File: src/rtl/adder_sub_pkg.sv
// Shared definitions for the add/subtract block family: FSM state encodings
// and the default operand width.
package adder_sub_pkg;

   localparam int DEFAULT_WIDTH = 8;

   typedef enum logic [1:0] {
      IDLE  = 2'd0,
      SHIFT = 2'd1,
      DONE  = 2'd2
   } state_e;

endpackage : adder_sub_pkg

File: src/rtl/full_subtractor.sv
// One-bit full subtractor cell: d = a_i - b_i - bin, with borrow out.
module full_subtractor (
   input  logic a_i,
   input  logic b_i,
   input  logic bin,
   output logic d,
   output logic bout
);

   assign d    = a_i ^ b_i ^ bin;
   assign bout = (~a_i & b_i) | (~(a_i ^ b_i) & bin);

endmodule : full_subtractor

File: src/rtl/serial_subtractor.sv
// Bit-serial unsigned subtractor, LSB first, one bit per clock.
// Optional signed-overflow output enabled by macro SERIAL_SUBTRACTOR_OVERFLOW_EN.
module serial_subtractor
   import adder_sub_pkg::*;
#(
   parameter int WIDTH = DEFAULT_WIDTH
) (
   input  logic             clk,
   input  logic             rst,
   input  logic             start,
   input  logic [WIDTH-1:0] a,
   input  logic [WIDTH-1:0] b,
   output logic             busy,
   output logic             done,
   output logic [WIDTH-1:0] diff,
`ifdef SERIAL_SUBTRACTOR_OVERFLOW_EN
   output logic             borrow_out,
   output logic             overflow
`else
   output logic             borrow_out
`endif
);

   // Counter must reach WIDTH without wrapping, hence WIDTH+1 codes.
   localparam int CNT_W = $clog2(WIDTH + 1);
   localparam logic [CNT_W-1:0] LAST_BIT = CNT_W'(WIDTH - 1);

   state_e           state_q, state_d;
   logic [CNT_W-1:0] cnt_q, cnt_d;
   logic [WIDTH-1:0] a_q, a_d;
   logic [WIDTH-1:0] b_q, b_d;
   logic [WIDTH-1:0] res_q, res_d;
   logic             bin_q, bin_d;
   logic [WIDTH-1:0] diff_q, diff_d;
   logic             borrow_out_q, borrow_out_d;
   logic             busy_q, busy_d;
   logic             done_q, done_d;
`ifdef SERIAL_SUBTRACTOR_OVERFLOW_EN
   logic             overflow_q, overflow_d;
`endif

   logic [WIDTH-1:0] a_sh, b_sh;
   logic             d_bit, bout_bit;

   assign a_sh = a_q >> cnt_q;
   assign b_sh = b_q >> cnt_q;

   full_subtractor u_cell (
      .a_i  (a_sh[0]),
      .b_i  (b_sh[0]),
      .bin  (bin_q),
      .d    (d_bit),
      .bout (bout_bit)
   );

   always_comb begin
      // NOTE: every _d gets a hold default first so no path leaves it unassigned (no latches).
      state_d      = state_q;
      cnt_d        = cnt_q;
      a_d          = a_q;
      b_d          = b_q;
      res_d        = res_q;
      bin_d        = bin_q;
      diff_d       = diff_q;
      borrow_out_d = borrow_out_q;
`ifdef SERIAL_SUBTRACTOR_OVERFLOW_EN
      overflow_d   = overflow_q;
`endif

      unique case (state_q)
         IDLE, DONE: begin
            if (start) begin
               state_d = SHIFT;
               a_d     = a;
               b_d     = b;
               cnt_d   = '0;
               bin_d   = 1'b0;
               res_d   = '0;
            end else begin
               state_d = IDLE;
            end
         end
         SHIFT: begin
            res_d = {d_bit, res_q[WIDTH-1:1]};
            bin_d = bout_bit;
            cnt_d = cnt_q + CNT_W'(1);
            // Visible results change only on the final bit, never mid-operation.
            if (cnt_q == LAST_BIT) begin
               state_d      = DONE;
               diff_d       = {d_bit, res_q[WIDTH-1:1]};
               borrow_out_d = bout_bit;
`ifdef SERIAL_SUBTRACTOR_OVERFLOW_EN
               overflow_d   = (a_q[WIDTH-1] != b_q[WIDTH-1]) && (d_bit != a_q[WIDTH-1]);
`endif
            end
         end
         default: state_d = IDLE;
      endcase

      busy_d = (state_d == SHIFT);
      done_d = (state_d == DONE);
   end

   // NOTE: sequential state uses non-blocking assignments so all flops update together.
   always_ff @(posedge clk) begin
      if (rst) begin
         // NOTE: operand and result registers are reset too; cleared state is observable.
         state_q      <= IDLE;
         cnt_q        <= '0;
         a_q          <= '0;
         b_q          <= '0;
         res_q        <= '0;
         bin_q        <= 1'b0;
         diff_q       <= '0;
         borrow_out_q <= 1'b0;
         busy_q       <= 1'b0;
         done_q       <= 1'b0;
`ifdef SERIAL_SUBTRACTOR_OVERFLOW_EN
         overflow_q   <= 1'b0;
`endif
      end else begin
         state_q      <= state_d;
         cnt_q        <= cnt_d;
         a_q          <= a_d;
         b_q          <= b_d;
         res_q        <= res_d;
         bin_q        <= bin_d;
         diff_q       <= diff_d;
         borrow_out_q <= borrow_out_d;
         busy_q       <= busy_d;
         done_q       <= done_d;
`ifdef SERIAL_SUBTRACTOR_OVERFLOW_EN
         overflow_q   <= overflow_d;
`endif
      end
   end

   assign busy       = busy_q;
   assign done       = done_q;
   assign diff       = diff_q;
   assign borrow_out = borrow_out_q;
`ifdef SERIAL_SUBTRACTOR_OVERFLOW_EN
   assign overflow   = overflow_q;
`endif

endmodule : serial_subtractor
File: config.mk
export PLATFORM = sky130hd
export DESIGN_NAME = serial_subtractor
export DESIGN_NICKNAME = d
export VERILOG_FILES = /design/src/rtl/adder_sub_pkg.sv /design/src/rtl/full_subtractor.sv /design/src/rtl/serial_subtractor.sv
export SDC_FILE = /design/constraint.sdc
export NUM_CORES = 1
export LEC_CHECK = 0
export CAP_MARGIN = 20
export CELL_PAD_IN_SITES_DETAIL_PLACEMENT = 1
export CELL_PAD_IN_SITES_GLOBAL_PLACEMENT = 1
export CORE_MARGIN = 4
export CORE_UTILIZATION = 36
export CTS_BUF_LIST = sky130_fd_sc_hd__clkbuf_2 sky130_fd_sc_hd__clkbuf_4 sky130_fd_sc_hd__clkbuf_8
export CTS_CLUSTER_SIZE = 20
export DETAILED_ROUTE_END_ITERATION = 16
export PLACE_DENSITY = 0.86
export SKIP_CTS_REPAIR_TIMING = 1
export SLEW_MARGIN = 25
export SYNTH_ARGS = -nofsm -noshare
export SYNTH_HDL_FRONTEND = slang
export SYNTH_SLANG_ARGS = --single-unit
File: constraint.sdc
create_clock -name clk -period 1.8 [get_ports clk]
set_input_delay 0.27 -clock clk [delete_from_list [all_inputs] [get_ports clk]]
set_output_delay 0.27 -clock clk [all_outputs]
set_load 0.05 [all_outputs]
==> run metrics <==
outcome complete, but fails checks; failing checks negative setup slack; clock buffer depth 2; leakage 0.8135 nW; Post-synth EDFFs 0; GRT Total Usage 0.1393; wire per inst between 15 and 20 um; first-pass GRT wire length ~6 mm; most common cell in the netlist dfxtp_1; number of max-cap violations 0; post-synthesis sequential area ratio 0.5070; Iter 0 DRT Violations 76; DRT antenna net count 0; max_slew headroom 0.4320; antenna violations before repair 0; Compound-Gate Fraction of Synth Area 0.1066; placement row count 24; Setup Viol. Count Final 4; pwr/cell area 864.8 nW/um^2; Core ar. around 4400 sq um; die area 5634 sq um; critical-path maximum fanout 3; GPL Wtd Cong about 0.70; top cell type's share of synthesized area 0.5070; Initial Utilization 0.3718; Worst Path Arrival 2.30 ns; crit path launch type flip-flop; H-tree levels 2; Commonest cells post-synth 41 x dfxtp_1, 33 x nand2_1, 27 x nor2_1; die width roughly 75 um; mux contribution to synthesized area 0.1244; measured slew at the worst slew-check pin ~0.85 ns; Cells after Synth 173; Clock Skew 0.008147 ns; CTS tree done; Final HPWL DP approximately 2.5 mm; ratio of cells with drive above 1 in the final layout 0.1569; fillers approximately 500; CTS clk-pin slew, worst paths approximately 0.080 ns; GR Overflow Total 0; post-synth cell types 24; Final period util 1.166; ranking of synthesized cells by area dfxtp_1 51%, nand2_1 7.7%, nor2_1 6.3%, a21oi_1 6.2%, mux2i_1 6.2%; switching portion of total power 0.2431; Pre-Repair DR Iteration Count 4; FF+latch count, synth between 40 and 50; Setup crit end kind flip-flop; clock root cell clkbuf_8; clk_lat worst skew slightly below 0.3 ns; total CTS buffers 5; pre-CTS setup slack -0.2320 ns; Syn-to-layout area delta 30.45%; biggest area consumer among synthesized cells dfxtp_1; Placed Area around 2000 sq um; clock power share 0.362; Hold Path Class reg2reg; asr flop ratio synth 0; top_reg_cell synth dfxtp_1; cell area after synthesis 1619 sq um; Antenna diodes 0; Post-Synth Adder-Cell Area 0.02009; post-route minimum period approximately 2.1 ns; hold slack 0.4548 ns; I/O pins 30; Setup WS post-layout -0.2992 ns; NetSw between 0.4 and 0.5 mW; Fmax roughly 480 MHz; yosys warns 0; Comb power frac 0.115; Sink Count 41; mean post-synth cell area roughly 9.4 sq um; post-route cell area between 2000 and 2500 sq um; Simple-Gate Fraction of Synth Area 0.1986; post-DR vias/cell ~5.1; Die Y-Extent about 75 um; sequential share of power 0.524; DRC viols 0; PortBufs 29; critical path type reg2reg; Int Power roughly 1.4 mW; vias in the first global route between 1,000 and 1,500; Hold Violations, Final 0; largest net degree at the start of global routing 42; Post-Synth XOR/XNOR Area 0; RSZ-0062 raised after global routing yes; Synth Net Count 194; VDD IR-drop max around 0.52 mV; Pins Over Slew Limit 0; Final #Nets 224; CP required roughly 2 ns; largest family of logic cells by synthesized area simple AND/OR/NAND/NOR gates; total wire length between 3 and 4 mm; Via Count between 1,000 and 1,500
[placed cells by master, fill, tap and decap left out]
master and instances:
a22oi_2 1, ha_1 1, clkbuf_8 7, a22oi_1 7, o21ai_0 1, a211oi_1 1, buf_4 9, dfxtp_1 40
nand3b_1 1, mux2i_1 9, nand3b_4 1, mux2i_4 1, or2_1 1, nand2_1 33, nor2_1 25, a21oi_1 20
fa_2 1, nor2_8 1, mux4_2 4, nor2_2 2, dfxtp_4 1, nand2b_1 2, clkdlybuf4s50_1 26, nand4_1 1
mux2_2 1, nor2b_1 1, and2b_1 1, clkinv_2 1, buf_12 2, nor3_1 2
[logic make-up after synthesis]
kind of cell,count (synthesis)
muxes,15
AOI/OAI and AO/OA,30
adders and majority gates,2
DFF,41
and+or+nand+nor,71
buffers and inverters,14
[area by class of cell]
cell class              count  area, sq um  share of cell area
clock buffers               7        96.34             0.04562
clock inverters             1        5.005            0.002370
multi-input cells         118        753.2              0.3566
flip-flops and latches     41        824.5              0.3904
well taps                  52        65.06             0.03081
repair buffers             37        367.9              0.1742
[power by group through the flow]
stage | logic, mW | registers (mW) | clock network (mW)
after global routing | 0.231 | 0.960 | 0.715
after CTS | 0.193 | 0.957 | 0.676
after global placement | 0.184 | 0.977 | 0
final | 0.209 | 0.956 | 0.661
after floorplan | 0.111 | 0.978 | 0
after detailed placement | 0.190 | 0.977 | 0
[stage by stage]
stage	power [mW]	instances	TNS [ns]	utilization
floorplan	1.089	173	-0.1897	-
global placement	1.162	247	-0.3363	0.4509
detailed placement	1.167	247	-0.6733	0.4509
CTS	1.825	255	-0.9792	0.4741
global route	1.906	256	-1.044	0.4851
finish	1.827	256	-0.7028	0.4851
[routing by layer]
metal / track usage / part of all wire / vias up
met5: 0 / 0 / -
met4: 0.07312 / 0.012 / 0
met3: 0.02670 / 0.035 / 5
met2: 0.2331 / 0.51 / 27
met1: 0.1689 / 0.44 / 629
li1: - / - / 636
[sequential cells by signal (all words and copies together) (netlist names)]
register    flops
cnt_q           4
res_q           7
state_q         2
busy            1
borrow_out      1
b_q             8
bin_q           1
a_q             8
diff            8
done            1
[worst paths after layout]
check           start      end  slack (ns)  depth (start not counted)
max          cnt_q[1]  diff[7]       -0.30                          6
min            b_q[7]   b_q[7]        0.45                          2
max reg2reg  cnt_q[1]  diff[7]       -0.30                          6
min reg2reg    b_q[7]   b_q[7]        0.45                          2
[critical path, cell delays in order, from the launching register on]
cell,delay [ns]
dfxtp_4,0.39
buf_12,0.11
mux4_2,0.49
mux2i_1,0.15
or2_1,0.14
fa_2,0.45
a211oi_1,0.28
Power figures use the tool's default switching activity.
